===== config.mk =====
export PLATFORM = sky130hd
export DESIGN_NAME = reg_uart_resp_tx
export DESIGN_NICKNAME = d
export VERILOG_FILES = /design/src/rtl/reg_uart_resp_tx_pkg.sv /design/src/rtl/reg_uart_resp_tx_byte.sv /design/src/rtl/reg_uart_resp_tx.sv
export SDC_FILE = /design/constraint.sdc
export NUM_CORES = 1
export LEC_CHECK = 0
export BUFFER_PORTS_ARGS = -buffer_cell sky130_fd_sc_hd__buf_2
export CORE_ASPECT_RATIO = 0.7
export CORE_UTILIZATION = 55
export DETAILED_ROUTE_END_ITERATION = 8
export PLACE_DENSITY = 0.75
export SYNTH_ARGS = -nofsm -noshare
export SYNTH_HDL_FRONTEND = slang
export SYNTH_SLANG_ARGS = --single-unit

===== constraint.sdc =====
create_clock -name clk -period 4.8 [get_ports clk]
set_clock_uncertainty 0.05 [all_clocks]
set_input_delay 0 -clock clk [delete_from_list [all_inputs] [get_ports clk]]
set_output_delay 0 -clock clk [all_outputs]
set_load 0.005 [all_outputs]

===== src/rtl/reg_uart_resp_tx_pkg.sv =====
// Shared constants and serializer state encoding for the register-response UART framer.
package reg_uart_pkg;

    localparam logic [7:0] SYNC_BYTE   = 8'hA5;
    localparam logic [7:0] STATUS_OK   = 8'h00;
    localparam logic [7:0] STATUS_ERR  = 8'hEE;
    localparam int         FRAME_BYTES = 8;

    typedef enum logic [1:0] {
        ST_IDLE,
        ST_START,
        ST_DATA,
        ST_STOP
    } tx_state_t;

endpackage


===== src/rtl/reg_uart_resp_tx_byte.sv =====
// 8N1 byte serializer, every bit DIV cycles; the start bit appears the cycle after acceptance.
// byte_ready is high in IDLE and in the final cycle of a stop bit, so bytes can chain with no gap.
module uart_tx_byte
    import reg_uart_pkg::*;
#(
    parameter int DIV = 10
) (
    input  logic       clk,
    input  logic       rst,
    input  logic       byte_valid,
    input  logic [7:0] byte_data,
    output logic       byte_ready,
    output logic       tx,
    output logic       idle
);

    localparam int              CNT_W    = (DIV > 1) ? $clog2(DIV) : 1;
    localparam logic [CNT_W-1:0] CNT_LAST = CNT_W'(DIV - 1);

    tx_state_t        state, state_nxt;
    logic [CNT_W-1:0] cnt, cnt_nxt;
    logic [2:0]       bit_idx, bit_idx_nxt;
    logic [7:0]       shreg, shreg_nxt;
    logic             tx_nxt;
    logic             bit_end;

    assign bit_end    = (cnt == CNT_LAST);
    assign idle       = (state == ST_IDLE);
    assign byte_ready = idle | ((state == ST_STOP) & bit_end);

    always_comb begin
        state_nxt   = state;
        cnt_nxt     = bit_end ? '0 : cnt + 1'b1;
        bit_idx_nxt = bit_idx;
        shreg_nxt   = shreg;
        tx_nxt      = tx;
        case (state)
            ST_IDLE: begin
                cnt_nxt = '0;
                tx_nxt  = 1'b1;
            end
            ST_START: begin
                if (bit_end) begin
                    state_nxt   = ST_DATA;
                    bit_idx_nxt = '0;
                    tx_nxt      = shreg[0];
                end
            end
            ST_DATA: begin
                if (bit_end) begin
                    if (bit_idx == 3'd7) begin
                        state_nxt = ST_STOP;
                        tx_nxt    = 1'b1;
                    end else begin
                        bit_idx_nxt = bit_idx + 3'd1;
                        shreg_nxt   = {1'b0, shreg[7:1]};
                        tx_nxt      = shreg[1];
                    end
                end
            end
            ST_STOP: begin
                if (bit_end) begin
                    state_nxt = ST_IDLE;
                    tx_nxt    = 1'b1;
                end
            end
            default: begin
                state_nxt = ST_IDLE;
                tx_nxt    = 1'b1;
            end
        endcase
        // A new byte overrides the IDLE/stop-end transition so the next start bit follows directly.
        if (byte_valid && byte_ready) begin
            state_nxt   = ST_START;
            cnt_nxt     = '0;
            bit_idx_nxt = '0;
            shreg_nxt   = byte_data;
            tx_nxt      = 1'b0;
        end
    end

    always_ff @(posedge clk or posedge rst) begin
        if (rst) begin
            state   <= ST_IDLE;
            cnt     <= '0;
            bit_idx <= '0;
            shreg   <= '0;
            tx      <= 1'b1;
        end else begin
            state   <= state_nxt;
            cnt     <= cnt_nxt;
            bit_idx <= bit_idx_nxt;
            shreg   <= shreg_nxt;
            tx      <= tx_nxt;
        end
    end

endmodule


===== src/rtl/reg_uart_resp_tx.sv =====
// Frames a register read response as 8 UART bytes (sync, status, addr, data MSB first, checksum).
// Accepts one response per frame; rsp_ready is held low from capture until the last stop bit ends.
module reg_uart_resp_tx
    import reg_uart_pkg::*;
#(
    parameter int CLK_FREQ = 125000000,
    parameter int BAUD     = 115200
) (
    input  logic        clk,
    input  logic        rst,
    input  logic        rsp_valid,
    output logic        rsp_ready,
    input  logic [7:0]  rsp_addr,
    input  logic [31:0] rsp_data,
    input  logic        rsp_err,
    output logic        uart_tx,
    output logic        busy
);

    localparam int DIV = CLK_FREQ / BAUD;

    if (DIV < 2) begin : g_div_check
        $error("reg_uart_resp_tx: CLK_FREQ/BAUD must be at least 2");
    end

    logic [7:0]  cap_addr;
    logic [31:0] cap_data;
    logic        cap_err;
    logic [2:0]  byte_idx;
    logic        ser_idle;
    logic        ser_ready;
    logic        byte_valid;
    logic [7:0]  byte_data;
    logic [7:0]  status;
    logic [7:0]  checksum;
    logic        xfer;

    assign rsp_ready = ser_idle & ~rst;
    assign busy      = ~rsp_ready;
    assign xfer      = rsp_valid & rsp_ready;

    assign status   = cap_err ? STATUS_ERR : STATUS_OK;
    assign checksum = status + cap_addr + cap_data[31:24] + cap_data[23:16]
                    + cap_data[15:8] + cap_data[7:0];

    // byte_idx names the byte on the wire; mid-frame the mux offers the one after it.
    assign byte_valid = ser_idle ? xfer : (byte_idx != 3'(FRAME_BYTES - 1));

    always_comb begin
        byte_data = SYNC_BYTE;
        if (!ser_idle) begin
            case (byte_idx)
                3'd0:    byte_data = status;
                3'd1:    byte_data = cap_addr;
                3'd2:    byte_data = cap_data[31:24];
                3'd3:    byte_data = cap_data[23:16];
                3'd4:    byte_data = cap_data[15:8];
                3'd5:    byte_data = cap_data[7:0];
                3'd6:    byte_data = checksum;
                default: byte_data = SYNC_BYTE;
            endcase
        end
    end

    always_ff @(posedge clk or posedge rst) begin
        if (rst) begin
            cap_addr <= '0;
            cap_data <= '0;
            cap_err  <= 1'b0;
            byte_idx <= '0;
        end else if (xfer) begin
            cap_addr <= rsp_addr;
            cap_data <= rsp_data;
            cap_err  <= rsp_err;
            byte_idx <= '0;
        end else if (!ser_idle && ser_ready && byte_valid) begin
            byte_idx <= byte_idx + 3'd1;
        end
    end

    uart_tx_byte #(
        .DIV (DIV)
    ) u_ser (
        .clk        (clk),
        .rst        (rst),
        .byte_valid (byte_valid),
        .byte_data  (byte_data),
        .byte_ready (ser_ready),
        .tx         (uart_tx),
        .idle       (ser_idle)
    );

endmodule


[Word level (Yosys, flattened, before mapping)]
Cells that the tools add are included.
Storage, ports and cells
  register bits: 69
  bits of input ports: 44
  output and inout port bits: 3
Cells by class
  $add $sub $neg: 8
  equality and inequality tests: 18
  mux-type cells: 30
  bitwise logic cells: 6
  reductions and logical operators: 15
Operator list (number)
  $pmux 8 s7: 1
  $mux 8: 6
  $add 8x8->8: 5
  $mux 11: 3
  $mux 3: 6
  $eq 3x3->1 const B: 4
  $add 11x1->11 const B: 1
  $eq 11x11->1 const B: 1
  $mux 2: 5
  $ne 3x1->1 const B: 3
  $add 3x1->3 const B: 2
  $eq 3x2->1 const B: 2
  $mux 1: 6
  $ne 3x3->1 const B: 2
  $pmux 2 s3: 1
  $pmux 3 s2: 1
  $reduce_and 3->1: 2
  $reduce_bool 2->1: 3
  $reduce_and 5->1: 1
  $eq 2x2->1 const B: 2
  $pmux 1 s4: 1
  $reduce_and 4->1: 1
  $reduce_bool 4->1: 1
  $and 1x1->1: 3
  11 further kinds: 14

[Longest topological paths before layout]
Gate-level depths: netlist (run 1).
  depth after elaboration: 9
  gate-level depth with buffers: 14

[Modules after synthesis]
A second synthesis (run 1) with hierarchy kept.
Unflattened totals
  cells, all modules: 495
  area, all modules: 4479.3 µm²
By module, submodules not included
  reg_uart_resp_tx: times used 1, cells each 351, area an instance 3070.4 µm², seq. area each 1101.1 µm²
  uart_tx_byte: times used 1, cells each 144, area an instance 1408.9 µm², seq. area each 626.9 µm²

[Worst setup path before layout (run 1)]
No wires, ideal clock.
  kind: flip-flop to flip-flop
  from: register cap_err
  to: register u_ser.shreg[6]
  library setup time: 65 ps
  arrival: 3592 ps
  path slack: 1093 ps
  stages on the path, launching flop included: 15
  buffers on the path: 0
  cell sequence: dfrtp_1 -> inv_1 -> fa_1 -> inv_1 -> fa_1 -> inv_1 -> fa_1 -> inv_1 -> fa_1 -> a21o_1 -> a21oi_1 -> xnor2_1 -> a21oi_1 -> a311oi_1 -> o22a_1
Between the ends
  longest elaborated chain between the ends: 9
Ends and longest elaborated chain
  start: declaration: RTL line reg_uart_resp_tx.sv:28  | logic cap_err;
  start signal: assignment: RTL line reg_uart_resp_tx.sv:74  | cap_err <= rsp_err;
  $mux 8 *: RTL line reg_uart_resp_tx.sv:42  | assign status = cap_err ? STATUS_ERR : STATUS_OK;
  $add 8x8->8 (3 in a row): RTL line reg_uart_resp_tx.sv:43  | assign checksum = status + cap_addr + cap_data[31:24] + cap_data[23:16]
  $add 8x8->8 (2 in a row): RTL line reg_uart_resp_tx.sv:44  | + cap_data[15:8] + cap_data[7:0];
  $pmux 8 s7 *: RTL line reg_uart_resp_tx.sv:52  | case (byte_idx)
  $mux 8 *: RTL line reg_uart_resp_tx.sv:51  | if (!ser_idle) begin
  $mux 8 *: RTL line reg_uart_resp_tx_byte.sv:73  | if (byte_valid && byte_ready) begin
  end signal: assignment: RTL line reg_uart_resp_tx_byte.sv:93  | shreg <= shreg_nxt;
  end: declaration: RTL line reg_uart_resp_tx_byte.sv:23  | logic [7:0] shreg, shreg_nxt;
Mark *: on every way between the ends. The rest lies on a longest branch, timed or not.
A chain may end at the register's enable or synchronous reset.

[Worst setup path after layout (run 1)]
  from: register cap_addr[2]
  to: register u_ser.shreg[6]
Between the ends
  longest elaborated chain between the ends: 8
Ends and longest elaborated chain
  start: declaration: RTL line reg_uart_resp_tx.sv:26  | logic [7:0] cap_addr;
  start signal: assignment: RTL line reg_uart_resp_tx.sv:72  | cap_addr <= rsp_addr;
  $add 8x8->8 (3 in a row): RTL line reg_uart_resp_tx.sv:43
  $add 8x8->8 (2 in a row): RTL line reg_uart_resp_tx.sv:44
  $pmux 8 s7: RTL line reg_uart_resp_tx.sv:52
  $mux 8: RTL line reg_uart_resp_tx.sv:51
  $mux 8: RTL line reg_uart_resp_tx_byte.sv:73
Every way passes these cells.

==> flow_summary.yaml, run 1 <==
outcome:
  outcome: "complete, no violations"
floorplan:
  pin_count: 47
  rows: 26
  die_w_um: 109
  core-area_mm2: 0.00751
  die_h_um: 76.8
  start_util_pct: 58.5
  die_area_mm2: 0.00835
sta:
  finalCriticalPeriod_ns: 3.80
  report.final.setup_viol: 0
  holdWs_ns: 0.221
  rsz0062_at_grt: "false"
  fin_setup_tns_ns: 0
  maxSlewViolCount: 0
  fmax_mhz: 263
  finalCritPeriodShare_pct: 79.2
  finalHoldViolCount: 0
  layout_setup_ws_ns: 0.999
  worst_pin_slew_ns: 0.869
  slew_headroom_pct: 42.0
critical_path:
  critPathKind: "reg2reg"
  cpPeakStageDelay_ns: 0.53
  crit_top_cell: "fa_1"
  cp-start-kind: "flop"
  crit_path_end_kind: "flop"
  crit_required_ns: 5.02
  path_cells: "inv_1 -> fa_1 -> inv_1 -> fa_1 -> fa_1 -> ha_1 -> fa_1 -> a21o_1 -> a21oi_1 -> xnor2_1 -> a21oi_1 -> a311oi_1 -> o22a_1"
  critPathMaxFanout: 3
  cpMaxStageDelayCell: "fa_1"
  worstPathArrival_ns: 4.03
synth:
  yosys_warnings: 0
  ys.flop_type: "dfrtp_1"
  syn_inst: 467
  syn-cell-area_mm2: 0.00439
  ys_ff_latch: 69
  synth_top_area_cell: "dfrtp_1"
  yosys.cell_types.count: 51
  synthArstFlopShare_pct: 100
  synth.area.top_cells: "dfrtp_1 39%, fa_1 11%, nand2_1 8.4%"
  synth_top_family_by_area: "adder cells"
  yosys.area_share.simple_pct: 15.2
  syn_area_per_cell_um2: 9.41
  synth.area.mux_share_pct: 1.51
  synth_compound_area_share_pct: 13.8
  netlist.area_leader.share_pct: 38.7
  synth_xor_area_share_pct: 4.50
  synth-seq-area-share_pct: 39.3
  synth-adder-area-share_pct: 18.2
  synth_nets: 560
  synth_edf_count: 0
finish:
  multi_input_area_mm2: 0.00234
  syn_to_final_growth_pct: 23.1
  nets: 646
  num_antenna_cells: 0
  n_fill_cell: 566
  drive_gt1_share_pct: 13.8
  seqCellArea_mm2: 0.00173
global_routing:
  grt_pass1_vias: 3736
  grt_usage_pct: 28.5
  grt_start_max_net_pins: 70
  overflow: 0
  grt_pass1_wl_um: 17900
  antenna_found_initial: 0
power_and_ir_drop:
  ir_drop_mv: 0.314
  pwr-share-seq_pct: 46.1
  swShare_pct: 21.3
  power_frac_comb_pct: 4.5
  p_clk_share_pct: 49.4
  leakagePower_nw: 2.69
  powerDensity_mw_per_mm2: 234
  p_sw_w: 0.000269
  p_int_w: 0.000994
routing:
  vias: 3543
  final_antenna_net_count: 0
  drc_errors: 0
  viasPerCell: 5.40
  drt-pass1-iter-count: 5
  first_iter_violations: 246
  routed_wl_um: 10300
  wl_per_cell_um: 15.7
place:
  place.gp.congestion: 0.848
  portBuffers: 46
  dp_hpwl_um: 6840
  dp_slack_ns: 1.02
hold_path:
  hp-class: "in2reg"
clock_tree:
  post_cts_buffers: 0
  clock_path_buffers: 2
  clockRootBuffer: "clkbuf_16"
  clk_pin_slew_ns: 0.05
  cts.sinks: 69
  numCtsBuffers: 9
  cts_tree: "built"
  worst_skew_pair.late_latency_ns: 0.34
  htreeDepth: 3
run:
  drv_cap: 0
## sequential cells by signal, indices dropped and copies added, names as in the netlist
| signal | flops |
|---|---|
| cap_data | 32 |
| u_ser.cnt | 11 |
| cap_addr | 8 |
| u_ser.shreg | 8 |
| byte_idx | 3 |
| u_ser.bit_idx | 3 |
| u_ser.state | 2 |
| cap_err | 1 |
| u_ser.tx | 1 |
## area by class of cell
cell class              count  share of cell area, %
multi-input cells         312                   43.3
flip-flops and latches     69                   32.0
repair buffers             91                   12.5
inverters                  70                   4.86
clock buffers              13                   4.81
well taps                  98                   2.27
clock inverters             3                  0.370
## kinds of logic (layout without fill, tap and decap cells)
group | after synthesis | count (layout)
AOI/OAI and AO/OA | 89 | 89
DFF | 69 | 69
muxes | 6 | 6
buffers and inverters | 86 | 177
adders and majority gates | 49 | 49
xor gates and xnor gates | 21 | 21
and+or+nand+nor | 147 | 147
## cell usage in the layout (no fill, tap or decap), types with 9 or more instances in the layout
cell,synthesis,final
buf_2,3,46
dlygate4sd3_1,0,42
fa_1,25,25
o21ai_0,38,38
a21oi_1,10,10
ha_1,24,24
nand2_1,98,98
xnor2_1,13,13
clkbuf_16,0,9
inv_1,70,69
dfrtp_1,68,68
nor2_1,22,22
## cells in the mapped netlist (2+ instances only)
cell      number
nor2_1        22
buf_2          3
dfrtp_1       68
a222oi_1       8
o22a_1         2
a221oi_1       6
inv_1         70
a22o_1         3
mux2i_1        4
a211oi_1       2
buf_1          5
a221o_1        3
o21ai_0       38
nand3_1        5
nor3_1         2
nand2_1       98
xor2_1         7
xnor2_1       13
nor2b_1        2
a21oi_1       10
o21a_1         5
a21o_1         2
and2_1         3
nand4_1        4
fa_1          25
o22ai_1        2
clkbuf_1       8
ha_1          24
## worst paths after layout
path,start,endpoint,slack [ns],cells past startpoint
worst min register to register,u_ser.shreg[4],u_ser.shreg[4],0.44,1
worst max register to register,cap_addr[2],u_ser.shreg[6],1.0,13
max in group asynchronous,rst,cap_data[17],3.67,4
worst max-delay path,cap_addr[2],u_ser.shreg[6],1.0,13
worst min-delay path,rsp_valid,cap_data[16],0.22,4
min in group asynchronous,rst,u_ser.cnt[8],0.48,4
## power groups by stage
stage	Clock (W)	Sequential, W	Combinational (W)
global route	0.000660	0.000582	0.0000628
CTS	0.000635	0.000582	0.0000560
detailed placement	0	0.000592	0.0000299
finish	0.000624	0.000582	0.0000567
floorplan	0	0.000592	0.00000894
global placement	0	0.000592	0.0000295
## worst max-delay path, delay by kind of cell, from the launching register on
family                     cells  cell delay [ns]
buffers and inverters          2             0.13
AOI/OAI and AO/OA              5             0.88
DFF                            1             0.35
xor gates and xnor gates       1             0.14
adders and majority gates      5             2.21
## stage by stage
| stage | total power (W) | instances | instance area, um^2 | utilization [%] |
|---|---|---|---|---|
| finish | 0.00126 | 656 | 5410 | 71.9 |
| global route | 0.00130 | 656 | 5410 | 71.9 |
| CTS | 0.00127 | 656 | 5410 | 71.9 |
| detailed placement | 0.000622 | 598 | 4710 | 62.6 |
| global placement | 0.000622 | 598 | 4710 | 62.6 |
| floorplan | 0.000601 | 467 | 4390 | - |
## layer usage
layer / vias to the layer above / GRT usage, % / part of all wire, %
met1: 1707 / 38.0 / 46
met4: 0 / 9.32 / 1.6
met3: 15 / 8.76 / 7.1
met5: - / 0 / 0
met2: 123 / 44.4 / 45
li1: 1698 / - / -
## what timing repair did
action / in CTS / in global routing
resized for setup: 0 / 0
hold endpoints to repair: 109 / 0
hold buffers: 42 / 0
No activity file was read; power rests on OpenSTA's default activity.
==> inputs of run 2 (changes only) <==
--- a/config.mk
+++ b/config.mk
@@ -7,9 +7,9 @@
 export LEC_CHECK = 0
 export BUFFER_PORTS_ARGS = -buffer_cell sky130_fd_sc_hd__buf_2
 export CORE_ASPECT_RATIO = 0.7
-export CORE_UTILIZATION = 55
+export CORE_UTILIZATION = 54
 export DETAILED_ROUTE_END_ITERATION = 8
-export PLACE_DENSITY = 0.75
+export PLACE_DENSITY = 0.77
 export SYNTH_ARGS = -nofsm -noshare
 export SYNTH_HDL_FRONTEND = slang
 export SYNTH_SLANG_ARGS = --single-unit
==> constraint.sdc (replaced) <==
create_clock -name clk -period 3.2 [get_ports clk]
set_clock_uncertainty 0.05 [all_clocks]
set_input_delay 0 -clock clk [delete_from_list [all_inputs] [get_ports clk]]
set_output_delay 0 -clock clk [all_outputs]
set_load 0.005 [all_outputs]
==> run 2 against run 1 <==
The flow now finishes with violations (DRC, setup timing); clock-buffer cell count grew 2; sequential power grew 50%; final cell count grew 8.1%; first-iteration DRC count grew 45%; maximum frequency grew 3.1%; core utilization grew 3.4 points; power grew 57%; sequential share of layout area shrank 2.8 points; die area grew 1.8%; hold slack lost 0.085 ns; non-clock buffer count grew 50; critical path depth is the same; largest cell class unchanged; highest routed layer unchanged.
==> flow_summary.yaml, run 2 (synthesis gave the netlist of run 1 again) <==
outcome:
  outcome: "complete, but fails checks"
  violations: "DRC, setup timing"
critical_path:
  critPathKind: "reg2reg"
  r2r_start: "cap_err"
  cp-start-kind: "flop"
  cpPeakStageDelay_ns: 0.50
  crit_top_cell: "fa_1"
  cpMaxStageDelayCell: "fa_1"
  reg2regPathDepth: 13
  rrSetupSlack_ns: -0.49
  worstPathArrival_ns: 3.86
  r2r-end: "u_ser.shreg[3]"
  path_cells: "inv_2 -> fa_1 -> inv_1 -> fa_1 -> inv_1 -> fa_1 -> inv_2 -> fa_2 -> a222oi_1 -> a21oi_1 -> a221oi_1 -> o21ai_1 -> o21a_1"
  crit_path_end_kind: "flop"
  crit_required_ns: 3.38
  critPathMaxFanout: 5
finish:
  n_fill_cell: 512
  largest_register_ffs: 32
  fin_util_pct: 75.3
  syn_to_final_growth_pct: 35.0
  drive_gt1_share_pct: 25.5
  largest-register: "cap_data"
  num_antenna_cells: 0
  final_cell_mix: "98 x nand2_1, 67 x dfrtp_1, 58 x inv_1"
  nets: 696
  final_common_cell: "nand2_1"
  design_area_mm2: 0.00593
  reg.largest.list: "cap_data x32, u_ser.cnt x11"
clock_tree:
  numCtsBuffers: 9
  cts_tree: "built"
  htreeDepth: 3
  clockRootBuffer: "clkbuf_16"
  worst_skew_pair.late_latency_ns: 0.34
  cts.sinks: 69
  clk_pin_slew_ns: 0.06
  clock_path_buffers: 2
routing:
  first_iter_violations: 356
  viasPerCell: 5.39
  vias: 3819
  routed_wl_um: 11600
  final_antenna_net_count: 0
  drt-pass1-iter-count: 8
  wl_per_cell_um: 16.3
  drc_errors: 2
floorplan:
  rows: 27
  die_w_um: 110
  die_area_mm2: 0.00851
  die_h_um: 77.5
  start_util_pct: 55.8
  pin_count: 47
  core-area_mm2: 0.00787
hold_path:
  hp-class: "in2reg"
  min_to: "cap_data[22]"
  min_from: "rsp_valid"
  hold_depth: 5
sta:
  finalCriticalPeriod_ns: 3.69
  fin_setup_tns_ns: -1.98
  finalCritPeriodShare_pct: 115
  rsz0062_at_grt: "true"
  layout_setup_ws_ns: -0.485
  slew_headroom_pct: 41.4
  fmax_mhz: 271
  maxSlewViolCount: 0
  finalHoldViolCount: 0
  report.final.setup_viol: 5
  worst_pin_slew_ns: 0.878
power_and_ir_drop:
  leakagePower_nw: 2.94
  pwr-share-seq_pct: 44.2
  swShare_pct: 20.4
  ir_drop_mv: 0.205
  p_clk_share_pct: 51.5
  p_int_w: 0.00157
  p_sw_w: 0.000403
  powerDensity_mw_per_mm2: 333
  power_frac_comb_pct: 4.3
  p_total_w: 0.00198
global_routing:
  grt_usage_pct: 30.5
  grt_pass1_wl_um: 19600
  grt_start_max_net_pins: 70
  overflow: 0
  antenna_found_initial: 0
  grt_pass1_vias: 4105
place:
  dpl-instance-area_mm2: 0.00506
  portBuffers: 46
  place.gp.congestion: 0.832
  dp_slack_ns: -0.485
  dp_hpwl_um: 7260
run:
  drv_cap: 0
run 2: changes by cell type in the layout (fill, tap and decap cells not counted), sizes merged:
cell	delta
buf	+50
clkbuf	+2
clkinvlp	-2
bufinv	+1
clkinv	-1
run 2: worst max-delay path by stage:
stage                          end          from
floorplan           u_ser.shreg[3]   cap_addr[2]
global placement    u_ser.shreg[3]   cap_addr[2]
detailed placement  u_ser.shreg[3]   cap_addr[2]
CTS                 u_ser.shreg[3]  cap_data[10]
global route        u_ser.shreg[3]   cap_addr[3]
finish              u_ser.shreg[3]       cap_err
run 2: final cells by class:
| class | count | area [um^2] | share of cell area (%) |
|---|---|---|---|
| clock buffers | 15 | 268 | 4.52 |
| well taps | 101 | 126 | 2.13 |
| repair buffers | 141 | 1060 | 17.8 |
| multi-input cells | 312 | 2460 | 41.4 |
| flip-flops and latches | 69 | 1730 | 29.2 |
| inverters | 70 | 263 | 4.43 |
| clock inverters | 1 | 30.0 | 0.506 |
run 2: metrics by stage:
step | instances | hold WS [ns]
detailed placement | 645 | 0.143
floorplan | 467 | 0.0554
finish | 709 | 0.136
global placement | 645 | 0.140
CTS | 707 | 0.132
global route | 709 | 0.151
run 2: per-layer routing:
layer | part of all wire, % | wire (um) | GRT usage (%)
met1 | 43 | 4990 | 40.3
met2 | 49 | 5660 | 51.1
met3 | 6.2 | 713 | 5.63
met4 | 1.7 | 192 | 8.67
met5 | 0 | 0 | 0
run 2: critical path: cells and delay by family, from the launching register on:
kind / cells / cell delay, ns
buffers and inverters: 4 / 0.28
flip-flops: 1 / 0.45
adder cells (fa/ha/maj): 4 / 1.91
AO/OA/AOI/OAI: 5 / 0.89
run 2: repair_timing:
| item | 4_1_cts | 5_1_grt |
|---|---|---|
| buffers inserted | 5 | 2 |
| hold buffers | 42 | 0 |
| setup endpoints to repair | 5 | 6 |
| gates resized for setup | 16 | 11 |
| endpoints found under the hold margin | 109 | 0 |
| pin swaps | 28 | 11 |
run 2: power by group through the flow:
stage,sequential (W),clock [W],combinational (W)
finish,0.000873,0.00102,0.0000856
detailed placement,0.000888,0,0.0000451
global placement,0.000888,0,0.0000440
floorplan,0.000889,0,0.0000134
global route,0.000873,0.00106,0.0000949
CTS,0.000873,0.00102,0.0000840
==> inputs of run 3 (changes only) <==
--- a/config.mk
+++ b/config.mk
@@ -5,8 +5,10 @@
 export SDC_FILE = /design/constraint.sdc
 export NUM_CORES = 1
 export LEC_CHECK = 0
+export ABC_AREA = 1
 export BUFFER_PORTS_ARGS = -buffer_cell sky130_fd_sc_hd__buf_2
 export CORE_ASPECT_RATIO = 0.7
+export CORE_MARGIN = 3
 export CORE_UTILIZATION = 54
 export DETAILED_ROUTE_END_ITERATION = 8
 export PLACE_DENSITY = 0.77
==> run 3 against run 2 <==
The flow finishes with violations (setup timing); first-iteration DRC count decreased by 22%; flip-flop and latch count unchanged; synthesized cell count rose by 13%; via count up 7.0%; wire length rose by 4.3%; design area is 1.4% higher; combinational power grew to 7.6 times the previous value; clock power down 4%; clock-buffer cell count shrank 5; final cell count grew 8.5%; non-clock buffer count down 7; die area grew 12%; critical endpoint is now u_ser.shreg[6].
==> flow_summary.yaml, run 3 <==
floorplan:
  start_util_pct: 56.5
  die_w_um: 115
  pin_count: 47
  die_h_um: 82.6
  die_area_mm2: 0.00953
  core-area_mm2: 0.00801
  rows: 27
place:
  place.gp.congestion: 0.941
  dp_cells: 698
  dpl-instance-area_mm2: 0.00507
  portBuffers: 46
  dp_hpwl_um: 7890
synth:
  syn-cell-area_mm2: 0.00453
  synth_edf_count: 0
  yosys.cell_types.count: 39
  synth_common_cells: "102 x inv_1, 97 x nand2_1, 68 x dfrtp_1, 48 x nor2_1, 34 x a21oi_1"
  synth-seq-area-share_pct: 38.2
  ys_ff_latch: 69
  post-synth-top-count-cell: "inv_1"
  syn_inst: 529
  syn_area_per_cell_um2: 8.55
  synth.area.top_cells: "dfrtp_1 38%, fa_1 11%, inv_1 8.5%"
  synthArstFlopShare_pct: 100
  netlist.area_leader.share_pct: 37.6
  synth_top_area_cell: "dfrtp_1"
  synth_nets: 622
  ys.flop_type: "dfrtp_1"
  yosys_warnings: 0
routing:
  final_antenna_net_count: 0
  routed_wl_um: 12100
  vias: 4088
  drt-pass1-iter-count: 5
  wl_per_cell_um: 15.7
  first_iter_violations: 276
  drc_errors: 0
  viasPerCell: 5.32
clock_tree:
  clockRootBuffer: "clkbuf_16"
  htreeDepth: 3
  clock_path_buffers: 2
  numCtsBuffers: 9
  cts_tree: "built"
  worst_skew_pair.late_latency_ns: 0.34
  clk_pin_slew_ns: 0.06
  cts.sinks: 69
finish:
  final_common_cell: "nand2_1"
  design_area_mm2: 0.00601
  nets: 756
  syn_to_final_growth_pct: 32.9
  reg.largest.list: "cap_data x32, u_ser.cnt x11"
  fin_util_pct: 75.1
  drive_gt1_share_pct: 26.2
  final_cell_mix: "92 x nand2_1, 87 x inv_1, 67 x dfrtp_1"
  largest_register_ffs: 32
  largest-register: "cap_data"
  num_antenna_cells: 0
  instances_no_fill: 769
global_routing:
  grt_pass1_wl_um: 19100
  overflow: 0
  grt_pass1_vias: 4060
  antenna_found_initial: 0
  grt_start_max_net_pins: 69
  grt_usage_pct: 26.4
sta:
  finalCriticalPeriod_ns: 3.53
  slew_headroom_pct: 52.6
  maxSlewViolCount: 0
  finalHoldViolCount: 0
  worst_pin_slew_ns: 0.712
  holdWs_ns: 0.209
  fmax_mhz: 283
  finalCritPeriodShare_pct: 110
  rsz0062_at_grt: "true"
  report.final.setup_viol: 5
  layout_setup_ws_ns: -0.329
critical_path:
  critPathKind: "reg2reg"
  cp-start-kind: "flop"
  cp_top_family: "adder cells"
  r2r-end: "u_ser.shreg[6]"
  worstPathArrival_ns: 3.70
  critPathMaxFanout: 3
  crit_required_ns: 3.37
  cpMaxStageDelayCell: "fa_1"
  crit_top_cell: "fa_1"
  path_buf_inv: 1
  rrSetupSlack_ns: -0.33
  reg2regPathDepth: 13
  setup.worst_path.start: "cap_err"
  r2r_start: "cap_err"
  path_cells: "buf_12 -> fa_1 -> fa_1 -> fa_1 -> ha_2 -> fa_2 -> nand2_2 -> nand2_2 -> a21oi_2 -> xor2_1 -> o21ai_1 -> nand2_1 -> a31oi_1"
  cpPeakStageDelay_ns: 0.50
  crit_path_end_kind: "flop"
power_and_ir_drop:
  ir_drop_mv: 0.334
  leakagePower_nw: 3.13
  p_total_w: 0.00254
  powerDensity_mw_per_mm2: 422
outcome:
  outcome: "complete, but fails checks"
  violations: "setup timing"
hold_path:
  min_from: "rsp_valid"
  hold_depth: 7
  hp-class: "in2reg"
  min_to: "u_ser.tx"
run:
  drv_cap: 0
-- run 3: tightest hold or removal path, stage by stage --
cell	delay, ns
buf_2	0.11
nand2_4	0.08
nand2_4	0.05
inv_1	0.05
o211ai_1	0.08
nand2_1	0.12
o21ai_0	0.10
-- run 3: final cells by class --
| class | instances | area, um^2 |
|---|---|---|
| repair buffers | 134 | 1020 |
| multi-input cells | 346 | 2460 |
| well taps | 101 | 126 |
| clock inverters | 6 | 63.8 |
| inverters | 103 | 387 |
| fillers | 523 | 1990 |
| flip-flops and latches | 69 | 1730 |
| clock buffers | 10 | 229 |
-- run 3: worst max-delay path by stage --
stage | endpoint | slack, ns | depth (start not counted)
2_1_floorplan | u_ser.shreg[6] | 0.02 | 14
4_1_cts | u_ser.shreg[3] | -0.17 | 13
3_3_place_gp | u_ser.shreg[3] | -0.17 | 13
5_1_grt | u_ser.shreg[6] | -0.45 | 15
3_5_place_dp | u_ser.shreg[7] | -0.22 | 16
6_report | u_ser.shreg[6] | -0.33 | 13
-- run 3: through the flow --
stage               TNS [ns]  setup WS [ns]
floorplan                  0         0.0177
global placement      -0.530         -0.171
detailed placement    -0.915         -0.223
CTS                   -0.699         -0.172
global route           -1.74         -0.454
finish                 -1.18         -0.329
-- run 3: kinds of logic after synthesis --
family                   count (synthesis)  synth area share, %
buffers and inverters                  114                 10.1
adder cells (fa/ha/maj)                 49                 17.7
AND/OR/NAND/NOR                        199                 19.4
AO/OA/AOI/OAI                           73                 8.88
flip-flops                              69                 38.2
multiplexers                            17                 4.23
XOR/XNOR                                 8                 1.55
-- run 3: power breakdown --
| group | switching [W] | leakage (nW) | internal, W | total [W] |
|---|---|---|---|---|
| clock | 0.000380 | 0.138 | 0.000601 | 0.000981 |
| sequential | 0.0000150 | 0.778 | 0.000893 | 0.000908 |
| combinational | 0.000331 | 2.21 | 0.000318 | 0.000649 |
| total | 0.000725 | 3.13 | 0.00181 | 0.00254 |
-- run 3: what timing repair did --
action / 4_1_cts / 5_1_grt
endpoints found under the setup margin: 5 / 5
hold buffers: 42 / 0
pin swaps: 24 / 16
gates resized for setup: 31 / 11
endpoints found under the hold margin: 68 / 0
setup buffers: 7 / 6
-- run 3: layer usage --
| layer | GRT usage [%] | vias up | part of all wire (%) |
|---|---|---|---|
| met5 | 0 | - | 0 |
| met1 | 34.3 | 1944 | 42 |
| met4 | 6.21 | 0 | 1.9 |
| met2 | 42.8 | 190 | 47 |
| li1 | - | 1925 | - |
| met3 | 9.32 | 29 | 8.4 |
